==> config.mk <==
export PLATFORM = sky130hd
export DESIGN_NAME = multicycle_ctrl
export DESIGN_NICKNAME = d
export VERILOG_FILES = /design/src/rtl/multicycle_ctrl.sv
export SDC_FILE = /design/constraint.sdc
export NUM_CORES = 1
export LEC_CHECK = 0
export CAP_MARGIN = 10
export CORE_AREA = 2 2 86 67
export DETAILED_ROUTE_END_ITERATION = 8
export DIE_AREA = 0 0 88 69
export PLACE_DENSITY = 0.78
export SYNTH_ARGS = -nofsm -noshare
export SYNTH_HDL_FRONTEND = slang
export SYNTH_SLANG_ARGS = --single-unit
export TNS_END_PERCENT = 50
==> constraint.sdc <==
create_clock -name clk -period 4.3 [get_ports clk]
set_input_delay 0.43 -clock clk [delete_from_list [all_inputs] [get_ports clk]]
set_output_delay 0.43 -clock clk [all_outputs]
set_load 0.03 [all_outputs]
==> src/rtl/multicycle_ctrl.sv <==
// multicycle_ctrl: multi-cycle MIPS control sequencer (FETCH/DECODE/EXEC/MEM/WB)
//   in : clk, rst (sync, active-high), op/func (IR fields), zero (ALU Z), mem_ready
//   out: state, pc_write/pc_src, ir_write, mem_req/mem_we/iord, alu_src_b/aluc/shift/sext,
//        reg_write/reg_dst/mem_to_reg, mem_size/unsign, illegal (sticky), retired count
module multicycle_ctrl #(
    parameter int CNT_W = 32
) (
    input  logic             clk,
    input  logic             rst,
    input  logic [5:0]       op,
    input  logic [5:0]       func,
    input  logic             zero,
    input  logic             mem_ready,
    output logic [2:0]       state,
    output logic             pc_write,
    output logic [1:0]       pc_src,
    output logic             ir_write,
    output logic             mem_req,
    output logic             mem_we,
    output logic             iord,
    output logic             alu_src_b,
    output logic [3:0]       aluc,
    output logic             shift,
    output logic             sext,
    output logic             reg_write,
    output logic [1:0]       reg_dst,
    output logic [1:0]       mem_to_reg,
    output logic [1:0]       mem_size,
    output logic             unsign,
    output logic             illegal,
    output logic [CNT_W-1:0] retired
);
    localparam logic [3:0] ALUOp_ADDU = 4'd0, ALUOp_ADD = 4'd1, ALUOp_SUB = 4'd2, ALUOp_SUBU = 4'd3,
                           ALUOp_AND = 4'd4, ALUOp_OR = 4'd5, ALUOp_XOR = 4'd6, ALUOp_NOR = 4'd7,
                           ALUOp_SLT = 4'd8, ALUOp_SLTU = 4'd9, ALUOp_SLL = 4'd10, ALUOp_SRL = 4'd11,
                           ALUOp_SRA = 4'd12, ALUOp_LUI = 4'd13, ALUOp_EQL = 4'd14, ALUOp_BNE = 4'd15;
    typedef enum logic [2:0] {
        S_FETCH = 3'd0, S_DECODE = 3'd1, S_EXEC = 3'd2, S_MEM = 3'd3, S_WB = 3'd4, S_ILLEGAL = 3'd7
    } state_t;
    state_t state_q, state_d;
    logic illegal_q;
    logic [CNT_W-1:0] retired_q;
    logic r_type, is_j, is_jal, is_jr, jump, is_br, is_load, is_store, imm_s, imm_z;
    logic is_shift, r_alu, known, ls_byte, ls_half;
    logic run, s_f, s_d, s_e, s_m, s_w;
    logic [3:0] alu_op;
    always_comb begin
        r_type   = op == 6'h00;
        is_j     = op == 6'h02;
        is_jal   = op == 6'h03;
        is_jr    = r_type && func == 6'h08;
        jump     = is_j || is_jal || is_jr;
        is_br    = op == 6'h04 || op == 6'h05;
        is_load  = op inside {6'h20, 6'h21, 6'h23, 6'h24, 6'h25};
        is_store = op inside {6'h28, 6'h29, 6'h2B};
        imm_s    = op inside {6'h08, 6'h09, 6'h0A, 6'h0B};
        imm_z    = op inside {6'h0C, 6'h0D, 6'h0E, 6'h0F};
        is_shift = r_type && func inside {6'h00, 6'h02, 6'h03};
        r_alu    = is_shift || (r_type && func inside {[6'h20:6'h27], 6'h2A, 6'h2B});
        known    = jump || is_br || is_load || is_store || imm_s || imm_z || r_alu;
        ls_byte  = op inside {6'h20, 6'h24, 6'h28};
        ls_half  = op inside {6'h21, 6'h25, 6'h29};
    end
    always_comb begin
        alu_op = ALUOp_ADDU;
        if (r_type)
            case (func)
                6'h00:   alu_op = ALUOp_SLL;
                6'h02:   alu_op = ALUOp_SRL;
                6'h03:   alu_op = ALUOp_SRA;
                6'h20:   alu_op = ALUOp_ADD;
                6'h21:   alu_op = ALUOp_ADDU;
                6'h22:   alu_op = ALUOp_SUB;
                6'h23:   alu_op = ALUOp_SUBU;
                6'h24:   alu_op = ALUOp_AND;
                6'h25:   alu_op = ALUOp_OR;
                6'h26:   alu_op = ALUOp_XOR;
                6'h27:   alu_op = ALUOp_NOR;
                6'h2A:   alu_op = ALUOp_SLT;
                6'h2B:   alu_op = ALUOp_SLTU;
                default: alu_op = ALUOp_ADDU;
            endcase
        else
            case (op)
                6'h04:   alu_op = ALUOp_EQL;
                6'h05:   alu_op = ALUOp_BNE;
                6'h08:   alu_op = ALUOp_ADD;
                6'h09:   alu_op = ALUOp_ADDU;
                6'h0A:   alu_op = ALUOp_SLT;
                6'h0B:   alu_op = ALUOp_SLTU;
                6'h0C:   alu_op = ALUOp_AND;
                6'h0D:   alu_op = ALUOp_OR;
                6'h0E:   alu_op = ALUOp_XOR;
                6'h0F:   alu_op = ALUOp_LUI;
                default: alu_op = (is_load || is_store) ? ALUOp_ADD : ALUOp_ADDU;
            endcase
    end
    always_comb begin
        case (state_q)
            S_FETCH:  state_d = mem_ready ? S_DECODE : S_FETCH;
            S_DECODE: state_d = jump ? S_FETCH : known ? S_EXEC : S_ILLEGAL;
            S_EXEC:   state_d = is_br ? S_FETCH : (is_load || is_store) ? S_MEM : S_WB;
            S_MEM:    state_d = !mem_ready ? S_MEM : is_load ? S_WB : S_FETCH;
            S_WB:     state_d = S_FETCH;
            default:  state_d = S_ILLEGAL;
        endcase
    end
    // Every output is gated by !rst so an aborted instruction cannot issue a write.
    assign run        = !rst;
    assign s_f        = run && state_q == S_FETCH;
    assign s_d        = run && state_q == S_DECODE;
    assign s_e        = run && state_q == S_EXEC;
    assign s_m        = run && state_q == S_MEM;
    assign s_w        = run && state_q == S_WB;
    assign state      = run ? state_q : 3'd0;
    assign pc_write   = (s_f && mem_ready) || (s_d && jump) || (s_e && is_br && zero);
    assign pc_src     = (s_d && is_jr) ? 2'b11 : (s_d && jump) ? 2'b10 : (s_e && is_br && zero) ? 2'b01 : 2'b00;
    assign ir_write   = s_f && mem_ready;
    assign mem_req    = s_f || s_m;
    assign mem_we     = s_m && is_store;
    assign iord       = s_m;
    assign alu_src_b  = s_e && (imm_s || imm_z || is_load || is_store);
    assign shift      = s_e && is_shift;
    assign sext       = s_e && (imm_s || is_load || is_store);
    assign aluc       = (s_e || s_m || s_w) ? alu_op : 4'd0;
    assign reg_write  = (s_d && is_jal) || s_w;
    assign reg_dst    = (s_d && is_jal) ? 2'b10 : (s_w && r_type) ? 2'b01 : 2'b00;
    assign mem_to_reg = (s_d && is_jal) ? 2'b10 : (s_w && is_load) ? 2'b01 : 2'b00;
    assign mem_size   = !s_m ? 2'b00 : ls_byte ? 2'b10 : ls_half ? 2'b01 : 2'b00;
    assign unsign     = s_m && (op == 6'h24 || op == 6'h25);
    assign illegal    = run && illegal_q;
    assign retired    = run ? retired_q : '0;
    always_ff @(posedge clk) begin
        if (rst) begin
            state_q   <= S_FETCH;
            illegal_q <= 1'b0;
            retired_q <= '0;
        end else begin
            state_q   <= state_d;
            illegal_q <= illegal_q || state_d == S_ILLEGAL;
            retired_q <= retired_q + CNT_W'(state_q != S_FETCH && state_d == S_FETCH);
        end
    end
endmodule

# Word level (Yosys, flattened, before mapping)
# Memories as Yosys holds them, arrays and structs flattened.
# Cells that the tools add are included.
# Widths: inputs -> output; s select.
word_totals:
  rom_bits: 256
  ff_bits: 36
  elab_cells: 123
  mem_count: 1
  output_inout_bits: 58
  inputBits: 16
classes:
  mux: 24
  addsub: 1
  order_cmp: 2
  n_eq_ne: 30
  n_reduce_logical: 62
mem_list:
  columns: ["memory", "words", "word_bits", "read_ports", "rd_ports_with_merged_regs", "wr", "line_no", "source"]
  rows:
  - ["(name not given)", 64, 4, 1, 0, 0, "67", "case (func)"]
ops:
  columns: ["op", "n"]
  rows:
  - ["$eq 6x6->1 const B", 10]
  - ["$eq 6x4->1 const B", 9]
  - ["$pmux 4 s10", 1]
  - ["$add 32x1->32", 1]
  - ["$mux 32", 1]
  - ["$eq 6x2->1 const B", 4]
  - ["$logic_and 1x1->1", 24]
  - ["$logic_or 1x1->1", 24]
  - ["$mux 3", 7]
  - ["$reduce_bool 3->1", 6]
  - ["$pmux 3 s5", 1]
  - ["$eq 6x3->1 const B", 2]
  - ["$logic_not 6->1", 2]
  - ["$mux 2", 6]
  - ["$mux 4", 2]
  - ["$reduce_bool 4->1", 2]
  - ["$eq 3x2->1 const B", 2]
  - ["$eq 3x3->1 const B", 2]
  - ["$ge 6x6->1 const B", 1]
  - ["$le 6x6->1 const B", 1]
  - ["$logic_not 3->1", 2]
  - ["$mux 1", 6]
  - ["$reduce_bool 5->1", 1]
  - ["$eq 3x1->1 const B", 1]
  - ["$logic_not 1->1", 1]

# Logic depth before layout (Yosys ltp)
# Gate-level depths: netlist (run 1).
depth:
  word_depth: 15
  ltp_mapped: 13
  ltp_nobuf: 13

# Least setup slack after synthesis (run 1)
# Ideal clock, no wire load.
synth_timing:
  path_type: "flip-flop to output port"
  startpoint: "register state_q[1]"
  endpoint: "output sext"
  t_required_ns: 3.870
  setup_slack_ns: 1.439
  path_buffers: 1
  stages_incl_launch_ff: 5
  arrival_ns: 2.431
  cell_sequence: "dfxtp_1 -> clkbuf_1 -> nor2b_1 -> nand2_1 -> a2111oi_0"
synth_between:
  elab_chain_cells: 3
synth_lines:
  columns: ["element", "line_no", "source"]
  rows:
  - ["start, declared", "40", "state_t state_q, state_d;"]
  - ["start signal, assigned", "139", "state_q <= state_d;"]
  - ["$eq 3x2->1", "112", "assign s_e = run && state_q == S_EXEC;"]
  - ["$logic_and 1x1->1", "112", null]
  - ["$logic_and 1x1->1", "124", "assign sext = s_e && (imm_s || is_load || is_store);"]
  - ["end, declared", "24", "output logic sext,"]
# Every way passes these cells.

# Worst setup path in the final report (run 1)
layout_timing:
  startpoint: "input op[3]"
  endpoint: "output aluc[1]"
layout_between:
  elab_chain_cells: 4
  word_cells_on_any_way: 14
  classes_between: "eq/ne: 10; mux: 3; reduce/logical: 1"
layout_lines:
  columns: ["element", "line_no", "source"]
  rows:
  - ["start, declared", "10", "input logic [5:0] op,"]
  - ["$eq 6x4->1 or $eq 6x3->1 (tied branches)", "84", "case (op)"]
  - ["$pmux 4 s10", "84", null]
  - ["$mux 4 (*)", "66", "if (r_type)"]
  - ["$mux 4 (*)", "125", "assign aluc = (s_e || s_m || s_w) ? alu_op : 4'd0;"]
  - ["end, declared", "22", "output logic [3:0] aluc,"]
# Every way passes the cells marked *; elsewhere a longest branch is shown, timed or not.

==> results of run 1 <==
path summary, 6_finish.rpt:
kind,end,slack [ns],depth (start not counted)
setup / recovery,aluc[1],0.76,7
hold / removal,illegal_q$_SDFF_PP0_,0.53,2
setup reg to reg,retired_q[8]$_SDFF_PP0_,1.51,10
hold reg to reg,illegal_q$_SDFF_PP0_,0.53,2
worst register-to-register path: cells and delay by family, from the launching register on:
family | cells | cell delay, ns
adders and majority gates | 2 | 0.39
buffers and inverters | 1 | 0.08
AOI/OAI and AO/OA | 1 | 0.42
DFF | 1 | 0.61
xor gates and xnor gates | 1 | 0.17
and+or+nand+nor | 5 | 0.99
sequential cells by signal, summed over array words and instances (netlist names):
signal     cells
retired_q     32
illegal_q      1
state_q        3
placed cells by master, fill, tap and decap left out, types with 2 or more instances in the layout:
cell	count
sky130_fd_sc_hd__o221ai_1	2
sky130_fd_sc_hd__a21oi_1	9
sky130_fd_sc_hd__a31oi_1	3
sky130_fd_sc_hd__clkdlybuf4s50_1	72
sky130_fd_sc_hd__ha_1	6
sky130_fd_sc_hd__or3_1	3
sky130_fd_sc_hd__nor2_2	2
sky130_fd_sc_hd__nand4_1	15
sky130_fd_sc_hd__nor4_1	5
sky130_fd_sc_hd__xor2_1	24
sky130_fd_sc_hd__nand2_1	23
sky130_fd_sc_hd__nor2_1	47
sky130_fd_sc_hd__xnor2_1	6
sky130_fd_sc_hd__dfxtp_1	36
sky130_fd_sc_hd__inv_1	13
sky130_fd_sc_hd__and3_1	8
sky130_fd_sc_hd__nor3b_1	2
sky130_fd_sc_hd__nand3b_1	2
sky130_fd_sc_hd__nand3_1	14
sky130_fd_sc_hd__nor4b_1	2
sky130_fd_sc_hd__nor3_1	12
sky130_fd_sc_hd__o21bai_1	2
sky130_fd_sc_hd__clkbuf_8	5
sky130_fd_sc_hd__o21ai_0	11
sky130_fd_sc_hd__and4_1	2
sky130_fd_sc_hd__a211oi_1	3
sky130_fd_sc_hd__nand2b_1	5
sky130_fd_sc_hd__nor2b_1	39
sky130_fd_sc_hd__and2_1	2
stage by stage:
step	instance area [µm²]	power, µW
2_1_floorplan	2537	564.6
3_3_place_gp	3269	654.7
3_5_place_dp	3269	656.6
4_1_cts	3381	950.6
5_1_grt	3381	996.4
6_report	3381	947.8
routing by layer:
metal | up-vias | wire [µm]
met5 | - | 0
met4 | 0 | 28
met3 | 4 | 311
met2 | 74 | 2792
met1 | 1147 | 3398
li1 | 1295 | -
power groups by stage:
stage / clock network (µW) / logic, µW / registers (µW)
after global routing: 312 / 291 / 393
after global placement: 0 / 262 / 392
final: 294 / 267 / 387
after detailed placement: 0 / 263 / 394
after CTS: 300 / 264 / 386
after floorplan: 0 / 197 / 368
cells by family (layout without fill, tap and decap cells):
| family | after synthesis | in the layout |
|---|---|---|
| mux | 1 | 1 |
| fa+ha+maj | 6 | 6 |
| xor+xnor | 30 | 30 |
| buf+inv | 35 | 95 |
| compound gates | 42 | 42 |
| flops | 36 | 36 |
| simple gates | 191 | 191 |
area by class of cell:
type | count | area, µm² | area share
clock buffer | 5 | 68.82 | 0.02036
clock inverter | 3 | 42.54 | 0.01258
inverter | 13 | 48.80 | 0.01443
multi-input combinational | 270 | 1673 | 0.4948
sequential | 36 | 720.7 | 0.2132
tap | 75 | 93.84 | 0.02776
timing repair buffer | 74 | 733.2 | 0.2169
==> impl_results.md, run 1 <==
- Net Count, Synth: 363
- Post-synthesis average cell area: 7.441 µm²
- Die boundary width: 88 µm
- CTS H-tree lvls: 2
- Normalized max-slew margin: 0.5043
- Latest clock arrival within the worst-skew pair: 0.28 ns
- Library cell appearing most often on the critical path: sky130_fd_sc_hd__clkdlybuf4s50_1
- Final HPWL from detailed placement: 4.735 mm
- Final worst slack: 0.7624 ns
- Die height: 69 µm
- Port bufs: 73
- Pins Over Slew Limit: 0
- Switching power share of the total: 0.3306
- Kind of cell adding the most delay to the critical path: buffers and inverters
- Number of primary I/O pins: 74
- Buffer depth of the longest clock path: 2
- Number of distinct library cell variants in the gate-level netlist after synthesis: 53
- Root buf cell: sky130_fd_sc_hd__clkbuf_8
- Final global-route overflow total: 0
- Number of vias per cell after detailed routing: 5.294
- Number of cells in the design after placement: 468
- Number of maximum-capacitance violations: 0
- Max Clock Skew: 0.007257 ns
- Status: complete, no violations
- Endpoints failing setup: 0
- Fin util: 0.6491
- Portion of netlist area occupied by mux cells: 0.003945
- Grt peak-use layer: met1
- Crit end category: primary output
- Share of synthesized cell area in full adder, half adder and majority cells: 0.02959
- CTS tree: yes
- Arrival time of data at the critical path endpoint: 3.11 ns
- Combinational share of power: 0.282
- Initial DRC count: 236
- Synth async-reset ratio: 0
- Number of antenna cells inserted: 0
- Hold path startpoint: illegal_q$_SDFF_PP0_
- CTS hold repair buffers: 0
- Final period demand of the worst path: 3.538 ns
- Global placement routability congestion: 0.8864
- Net total in the final layout: 422
- Placeable Area: 5209 µm²
- Clock edge transition at the registers on the reported setup and hold paths: 0.07 ns
- Static power due to leakage: 0.001233 µW
- Seq/Total Area, Yosys: 0.2840
- Maximum ir drop on the vdd rail: 189.3 µV
- Met1 demand-to-capacity share in global routing: 0.3523
- CP Data Required Time: 3.87 ns
- Via count of the first global-routing pass: 2,188
- Series of cell instances along the critical path: clkdlybuf4s50_1 -> nor4_2 -> nand2_1 -> nor4_1 -> nor3_1 -> nor2_1 -> clkdlybuf4s50_1
- Average wire length per cell after detail routing: 13.72 µm
- Sum Neg Setup Slack: 0 ns
- Peak Freq: 282.7 MHz
- CP Max Fanout: 16
- Top cell type's share of synthesized area: 0.2840
- Basic-gate share of the synthesized area counting and, or, nand and nor cells: 0.4147
- Largest incremental delay on the critical path: 0.68 ns
- Number of antenna violations at the first check in global routing: 0
- Wire length of the first global-routing pass: 10.90 mm
- Initial core utilization: 0.4871
- Met3 capacity usage during global routing: 0.04192
- Xor/xnor cell area share of the yosys netlist: 0.1036
- Site row count: 23
- Combinational family with the most area after synthesis: simple AND/OR/NAND/NOR gates
- Crit path max-delay cell type: sky130_fd_sc_hd__clkdlybuf4s50_1
- Fin Hold WS: 0.5259 ns
- Fillcell total: 445
- Final non-filler cell total: 476
- Met2 usage: 0.3013
- Area Overhead vs Synth: 33.23%
- TritonCTS Buffers: 5
- Worst Hold Class: reg -> reg
- Net switching power: 313.4 µW
- Number of instances in the synthesized netlist: 341
- Complex-gate fraction of the synthesized area: 0.1075
- Power density cells: 280.4 nW/µm²
- Flip-flop and latch count after synthesis: 36
- Share of layout cells above drive strength 1: 0.04489
- Die outline area: 6072 µm²
- Top cells by count, synth: sky130_fd_sc_hd__nor2_1 (47), sky130_fd_sc_hd__nor2b_1 (39), sky130_fd_sc_hd__dfxtp_1 (36)
- Internal power contribution: 634.5 µW
- Number of remaining DRC errors: 0
- Pre-CTS worst setup slack: 0.6068 ns
- Cell with the most instances after synthesis: sky130_fd_sc_hd__nor2_1
- # resized after CTS: 0
- Worst Tran Pin Value: 0.7380 ns
- Clock Sink Count: 36
- Setup fix buffers added after clock tree synthesis: 0
- DR pass1 iterations: 5
- Share of the clock period used by the worst path: 0.8227
- Total buffers and inverters traversed by the critical path: 2
- GRT Overall Usage: 0.2173
- Most area-consuming cells after synthesis: sky130_fd_sc_hd__dfxtp_1 (28%), sky130_fd_sc_hd__nor2b_1 (9.6%), sky130_fd_sc_hd__xor2_1 (8.3%), sky130_fd_sc_hd__nor2_1 (7.0%), sky130_fd_sc_hd__nand4_1 (3.7%)
- Routed Antenna Nets: 0
- Worst reg2reg startpoint: state_q[0]$_SDFF_PP0_
- CP startpoint: op[3]
- Cell accounting for the most synthesized area: sky130_fd_sc_hd__dfxtp_1
- Critical Setup Path Class: in -> out
- Dominant register cell in the synthesized netlist: sky130_fd_sc_hd__dfxtp_1
- Clock network fraction of total power: 0.310
- Sequential share of power: 0.408
- Number of synthesized flops with an enable pin: 0
- Total of warnings raised by yosys: 0
- Startpoint Class: primary input
- RSZ-0062 raised after global routing: false
- Largest net degree at the start of global routing: 55
- Hold violation count in the final report: 0
- Synth Cell Area: 2537 µm²
- Final wirelength: 6.531 mm
- Vias post-DR: 2,520
(Power assumes the default switching activity.)
==> run 2, diff against run 1 <==
Settings changed: CORE_AREA 2 2 86 67 to 2 2 87 68, DIE_AREA 0 0 88 69 to 0 0 89 70, PLACE_DENSITY 0.78 to 0.76.
Clock period 4.3 ns to 3.7 ns, I/O delays scaled along.
==> run 2 against run 1 <==
  * Count of clock-buffer cells in the layout rose by 1
  * Cell area rose by 0.67%
  * Hold slack got worse by 0.015 ns
  * Critical endpoint is now retired_q[12]$_SDFF_PP0_
  * Highest routed layer unchanged
==> impl_results.md, run 2 (synthesis gave the netlist of run 1 again) <==
- R2R cell count: 10 (unchanged)
- Most common cell after layout, fill and taps aside: sky130_fd_sc_hd__clkdlybuf4s50_1
- Hold violation count in the final report: 0 (unchanged)
- Sum Neg Setup Slack: 0 ns (unchanged)
- Met2 wire length: 2.902 mm (+3.9%)
- Worst Tran Pin Value: 0.7105 ns (-0.02746 ns)
- Register with the most flip-flops: retired_q
- RSZ-0062 raised after global routing: false
- Number of maximum-capacitance violations: 0 (unchanged)
- Initial DRC count: 171 (-28%)
- Static power due to leakage: 0.001254 µW (+1.7%)
- Hold path cells: 2 (unchanged)
- Top layer reached by signal wires: met4
- Number of antenna violations at the first check in global routing: 0 (unchanged)
- Initial core utilization: 0.4592 (-0.02791)
- Max Clock Skew: 0.008267 ns (+0.001010 ns)
- Clock Sink Count: 36 (unchanged)
- # resized after CTS: 0 (unchanged)
- Normalized max-slew margin: 0.5227 (+0.01844)
- Vias post-DR: 2,567 (+1.9%)
- Routed Antenna Nets: 0 (unchanged)
- Power density cells: 302.6 nW/µm² (+7.9%)
- Worst Hold Class: reg -> reg
- TritonCTS Buffers: 5 (unchanged)
- Share of layout cells above drive strength 1: 0.05651 (+0.01162)
- Flip-flop count of the largest register, all copies and words added: 32 (unchanged)
- Latest clock arrival within the worst-skew pair: 0.29 ns (about the same)
- CP Max Fanout: 9 (-7)
- Net total in the final layout: 429 (+1.7%)
- Status: complete, no violations
- Pins Over Slew Limit: 0 (unchanged)
- Arrival time of data at the critical path endpoint: 3.44 ns (+0.33 ns)
- Detail Route met3 WL: 281 µm (-9.6%)
- GRT Overall Usage: 0.2162 (-0.001167)
- CP startpoint: func[2]
- Global placement routability congestion: 0.9021 (+1.8%)
- Worst reg2reg startpoint: state_q[0]$_SDFF_PP0_
- Die outline area: 6230 µm² (+2.6%)
- Peak Freq: 304.5 MHz
- Endpoints failing setup: 0 (unchanged)
- Average wire length per cell after detail routing: 13.70 µm (-0.16%)
- Die height: 70 µm (+1.4%)
- Final HPWL from detailed placement: 4.963 mm (+4.8%)
- CTS hold repair buffers: 0 (unchanged)
- Number of primary I/O pins: 74 (unchanged)
- Number of antenna cells inserted: 0 (unchanged)
- Area Overhead vs Synth: 34.12%
- Die boundary width: 89 µm (+1.1%)
- Total power consumption of the routed design: 1030 µW (+8.6%)
- Startpoint Class: primary input
- Crit end category: flop
- Port bufs: 73 (unchanged)
- Final global-route overflow total: 0 (unchanged)
- DR pass1 iterations: 4 (-1)
- Setup fix buffers added after clock tree synthesis: 0 (unchanged)
- Number of remaining DRC errors: 0 (unchanged)
- Met1 wire length: 3.415 mm (+0.50%)
- CP Data Required Time: 3.85 ns (-0.02 ns)
- Most used cells in the layout excluding fill and tap cells: sky130_fd_sc_hd__clkdlybuf4s50_1 (72), sky130_fd_sc_hd__nor2_1 (47), sky130_fd_sc_hd__nor2b_1 (39)
- CTS tree: yes
- Largest registers ranked by flip-flop count: retired_q: 32 flops, state_q: 3 flops, illegal_q: 1 flops
- Final wirelength: 6.644 mm (+1.7%)
- Clock edge transition at the registers on the reported setup and hold paths: 0.07 ns (about the same)
- Buffer depth of the longest clock path: 2 (unchanged)
- Hold path startpoint: retired_q[31]$_SDFF_PP0_
- Number of vias per cell after detailed routing: 5.293 (about the same)
- Placeable Area: 5525 µm² (+6.1%)
- Share of the clock period used by the worst path: 0.8876
- Via count of the first global-routing pass: 2,283 (+4.3%)
- CTS H-tree lvls: 2 (unchanged)
- Site row count: 24 (+4.3%)
- Root buf cell: sky130_fd_sc_hd__clkbuf_8
- Maximum ir drop on the vdd rail: 209.8 µV (+11%)
- Critical Setup Path Class: in -> reg
- Largest net degree at the start of global routing: 73 (+33%)
- Final period demand of the worst path: 3.284 ns
- Wire length of the first global-routing pass: 10.83 mm (-0.63%)
-- run 2: path summary, 6_finish.rpt --
path                                   end  slack (ns)
setup / recovery  retired_q[12]$_SDFF_PP0_        0.42
hold / removal    retired_q[31]$_SDFF_PP0_        0.51
setup reg to reg  retired_q[12]$_SDFF_PP0_        0.79
hold reg to reg   retired_q[31]$_SDFF_PP0_        0.51
-- run 2: area by class of cell --
type | instances | area, µm²
fill | 505 | 2122
multi-input combinational | 270 | 1673
timing repair buffer | 81 | 785.8
sequential | 36 | 720.7
tap | 78 | 97.59
clock buffer | 6 | 72.57
inverter | 13 | 48.80
clock inverter | 1 | 5.005
-- run 2: per-stage QoR --
step / setup WS [ns] / cells / hold slack (ns) / utilization / area [µm²]
after floorplan: 0.8992 / 341 / 0.4715 / - / 2537
after global placement: 0.4044 / 478 / 0.4896 / 0.6019 / 3326
after detailed placement: 0.2346 / 478 / 0.5015 / 0.6019 / 3326
after CTS: 0.4407 / 485 / 0.5185 / 0.6159 / 3403
after global routing: 0.1472 / 485 / 0.5366 / 0.6159 / 3403
final: 0.4157 / 485 / 0.5111 / 0.6159 / 3403
-- run 2: layer usage --
layer / global-route usage / vias up
li1: - / 1305
met5: 0 / -
met2: 0.3002 / 63
met4: 0.04975 / 0
met3: 0.03901 / 5
met1: 0.3426 / 1194
-- run 2: power breakdown --
group          switching, µW  internal [µW]
Clock                    135            128
Sequential              40.7            408
Combinational            183            135
-- run 2: critical path, cell delays in order --
cell and delay (ns):
sky130_fd_sc_hd__clkdlybuf4s50_1 0.55, sky130_fd_sc_hd__nor4b_1 0.38, sky130_fd_sc_hd__nand4_1 0.16, sky130_fd_sc_hd__and2_1 0.25
sky130_fd_sc_hd__o21ai_0 0.18, sky130_fd_sc_hd__and3_1 0.18, sky130_fd_sc_hd__ha_1 0.19, sky130_fd_sc_hd__ha_1 0.22
sky130_fd_sc_hd__inv_1 0.08, sky130_fd_sc_hd__nor3_1 0.47, sky130_fd_sc_hd__nand4_1 0.19, sky130_fd_sc_hd__xor2_1 0.16
sky130_fd_sc_hd__nor2_1 0.05
==> run 3, diff against run 2 <==
Settings changed: PLACE_DENSITY 0.76 to not set, PLACE_DENSITY_LB_ADDON set to 0.08.
==> run 3 against run 2 <==
  * Clock skew decreased by 0.0020 ns
  * Final cell count increased by 0.41%
  * Setup slack improved by 0.073 ns
  * Count of clock-buffer cells in the layout unchanged
  * Critical path type unchanged
  * Largest power group unchanged
==> impl_results.md, run 3 (synthesis gave the netlist of run 1 again) <==
- Kind of cell adding the most delay to the critical path: simple AND/OR/NAND/NOR gates
- Status: complete, no violations
- Via count of the first global-routing pass: 2,236 (-2.1%)
- Number of primary I/O pins: 74 (unchanged)
- Most used cells in the layout excluding fill and tap cells: sky130_fd_sc_hd__clkdlybuf4s50_1 (72), sky130_fd_sc_hd__nor2_1 (47), sky130_fd_sc_hd__nor2b_1 (39)
- Power density cells: 317.5 nW/µm² (+4.9%)
- Number of remaining DRC errors: 0 (unchanged)
- Final global-route overflow total: 0 (unchanged)
- Net switching power: 349.4 µW (-2.6%)
- Placeable Area: 5525 µm² (unchanged)
- Clock edge transition at the registers on the reported setup and hold paths: 0.07 ns (about the same)
- Port bufs: 73 (unchanged)
- Vias post-DR: 2,512 (-2.1%)
- CP Data Required Time: 3.86 ns (about the same)
- Number of maximum-capacitance violations: 0 (unchanged)
- Hold path startpoint: rst
- Met2 wire length: 2.611 mm (-10%)
- Total power consumption of the routed design: 1092 µW (+6.1%)
- Combined area of the multi-input logic cells: 1673 µm² (unchanged)
- Die outline area: 6230 µm² (unchanged)
- Final worst slack: 0.4885 ns (+0.07277 ns)
- Largest incremental delay on the critical path: 0.53 ns (-0.02 ns)
- CTS hold repair buffers: 0 (unchanged)
- CP Max Fanout: 5 (-4)
- Register with the most flip-flops: retired_q
- Largest net degree at the start of global routing: 55 (-25%)
- RSZ-0062 raised after global routing: false
- R2R cell count: 10 (unchanged)
- Switching power share of the total: 0.3199 (-0.02836)
- Worst Hold Class: in -> reg
- Static power due to leakage: 0.001272 µW (+1.5%)
- Max Clock Skew: 0.006225 ns (-0.002042 ns)
- Most common cell after layout, fill and taps aside: sky130_fd_sc_hd__clkdlybuf4s50_1
- Setup fix buffers added after clock tree synthesis: 0 (unchanged)
- Sequential share of power: 0.409 (-0.027)
- Pre-CTS worst setup slack: 0.2141 ns (-0.02052 ns)
- Total buffers and inverters traversed by the critical path: 2 (unchanged)
- Final wirelength: 6.206 mm (-6.6%)
- Internal power contribution: 743.0 µW (+11%)
- Sum Neg Setup Slack: 0 ns (unchanged)
- CP startpoint: op[2]
- Number of vias per cell after detailed routing: 5.158 (-2.5%)
- CTS tree: yes
- Share of layout cells above drive strength 1: 0.06112 (+0.004614)
- Final period demand of the worst path: 3.211 ns (-0.07277 ns)
- Crit path max-delay cell type: sky130_fd_sc_hd__nor4_2
- Flip-flop count of the largest register, all copies and words added: 32 (unchanged)
- Maximum ir drop on the vdd rail: 186.7 µV (-11%)
- Terminus of the critical flop-to-flop path: retired_q[12]$_SDFF_PP0_
- Combinational share of power: 0.283 (-0.025)
- Internal reg-to-reg setup slack: 1.00 ns (+0.21 ns)
- Arrival time of data at the critical path endpoint: 3.37 ns (-0.07 ns)
- TritonCTS Buffers: 5 (unchanged)
- Peak Freq: 311.4 MHz (+2.3%)
- Series of cell instances along the critical path: clkdlybuf4s50_1 -> nor4_2 -> nand4_1 -> and2_1 -> o21ai_0 -> and3_1 -> ha_1 -> ha_1 -> inv_1 -> nor3_1 -> nand4_1 -> xor2_1 -> nor2_1
- Detail Route met3 WL: 342 µm (+22%)
- Site row count: 24 (unchanged)
- Fin area: 3441 µm² (+1.1%)
- Share of the clock period used by the worst path: 0.8680 (-0.01967)
- Number of stages on the worst setup path: 13 (unchanged)
- # resized after CTS: 0 (unchanged)
- Initial core utilization: 0.4592 (unchanged)
- Top layer reached by signal wires: met3
- Latest clock arrival within the worst-skew pair: 0.28 ns (about the same)
- Critical Setup Path Class: in -> reg
- Average wire length per cell after detail routing: 12.74 µm (-7.0%)
- Buffer depth of the longest clock path: 2 (unchanged)
- Startpoint Class: primary input
- CTS H-tree lvls: 2 (unchanged)
- Final HPWL from detailed placement: 4.746 mm (-4.4%)
- Fillcell total: 520 (+3.0%)
- GRT Overall Usage: 0.2086 (-0.007544)
- Net total in the final layout: 430 (+0.23%)
- Die height: 70 µm (unchanged)
- Number of antenna violations at the first check in global routing: 0 (unchanged)
- Storage cell area: 720.7 µm² (unchanged)
- Wire length of the first global-routing pass: 10.50 mm (-3.0%)
- Global placement routability congestion: 0.9540 (+5.8%)
- Initial DRC count: 260 (+52%)
- Pins Over Slew Limit: 0 (unchanged)
- Routed Antenna Nets: 0 (unchanged)
- Die boundary width: 89 µm (unchanged)
- Number of antenna cells inserted: 0 (unchanged)
- Hold path cells: 2 (unchanged)
- Worst reg2reg startpoint: state_q[0]$_SDFF_PP0_
- Crit end category: flop
- Clock Sink Count: 36 (unchanged)
- Largest registers ranked by flip-flop count: retired_q: 32 flops, state_q: 3 flops, illegal_q: 1 flops
- Hold violation count in the final report: 0 (unchanged)
- Area Overhead vs Synth: 35.60%
- Met1 wire length: 3.252 mm (-4.8%)
- Capturing element of the worst setup path: retired_q[12]$_SDFF_PP0_
- Clock network fraction of total power: 0.308 (+0.052)
- Normalized max-slew margin: 0.5306 (+0.007847)
- Cell Area, Placed: 3333 µm² (+0.23%)
- Endpoints failing setup: 0 (unchanged)
- DR pass1 iterations: 4 (unchanged)
- Worst Tran Pin Value: 0.6989 ns (-0.01168 ns)
- Root buf cell: sky130_fd_sc_hd__clkbuf_8
==> run 3: cell count changes in the layout (fill, tap and decap cells not counted) <==
cell and delta:
sky130_fd_sc_hd__bufinv_16 +1, sky130_fd_sc_hd__buf_4 +1
==> run 3: layout make-up <==
type / count / share of cell area
multi-input cells: 270 / 0.4862
repair buffers: 82 / 0.2305
flip-flops and latches: 36 / 0.2095
well taps: 78 / 0.02836
clock buffers: 6 / 0.02109
inverters: 13 / 0.01418
clock inverters: 2 / 0.01018
==> run 3: worst min path at each step <==
| stage | end | slack, ns |
|---|---|---|
| finish | retired_q[29]$_SDFF_PP0_ | 0.49 |
| global route | retired_q[24]$_SDFF_PP0_ | 0.49 |
| CTS | retired_q[29]$_SDFF_PP0_ | 0.48 |
| detailed placement | illegal_q$_SDFF_PP0_ | 0.51 |
| global placement | retired_q[31]$_SDFF_PP0_ | 0.49 |
| floorplan | retired_q[31]$_SDFF_PP0_ | 0.47 |
==> run 3: power by group through the flow <==
stage | combinational, µW | clock (µW) | sequential, µW
after floorplan | 229 | 0 | 428
after global placement | 306 | 0 | 455
after detailed placement | 308 | 0 | 455
after CTS | 309 | 344 | 446
after global routing | 339 | 364 | 455
final | 309 | 336 | 447
==> run 3: routing by layer <==
metal	vias to the layer above	track usage
li1	1309	-
met1	1137	0.3245
met2	66	0.2902
met3	0	0.06265
met4	0	0.02653
met5	-	0
==> run 3: stage by stage <==
step	utilization	std cells	hold slack (ns)
floorplan	-	341	0.4715
global placement	0.6033	479	0.4886
finish	0.6227	487	0.4861
detailed placement	0.6033	479	0.5080
global route	0.6227	487	0.4948
CTS	0.6227	487	0.4777
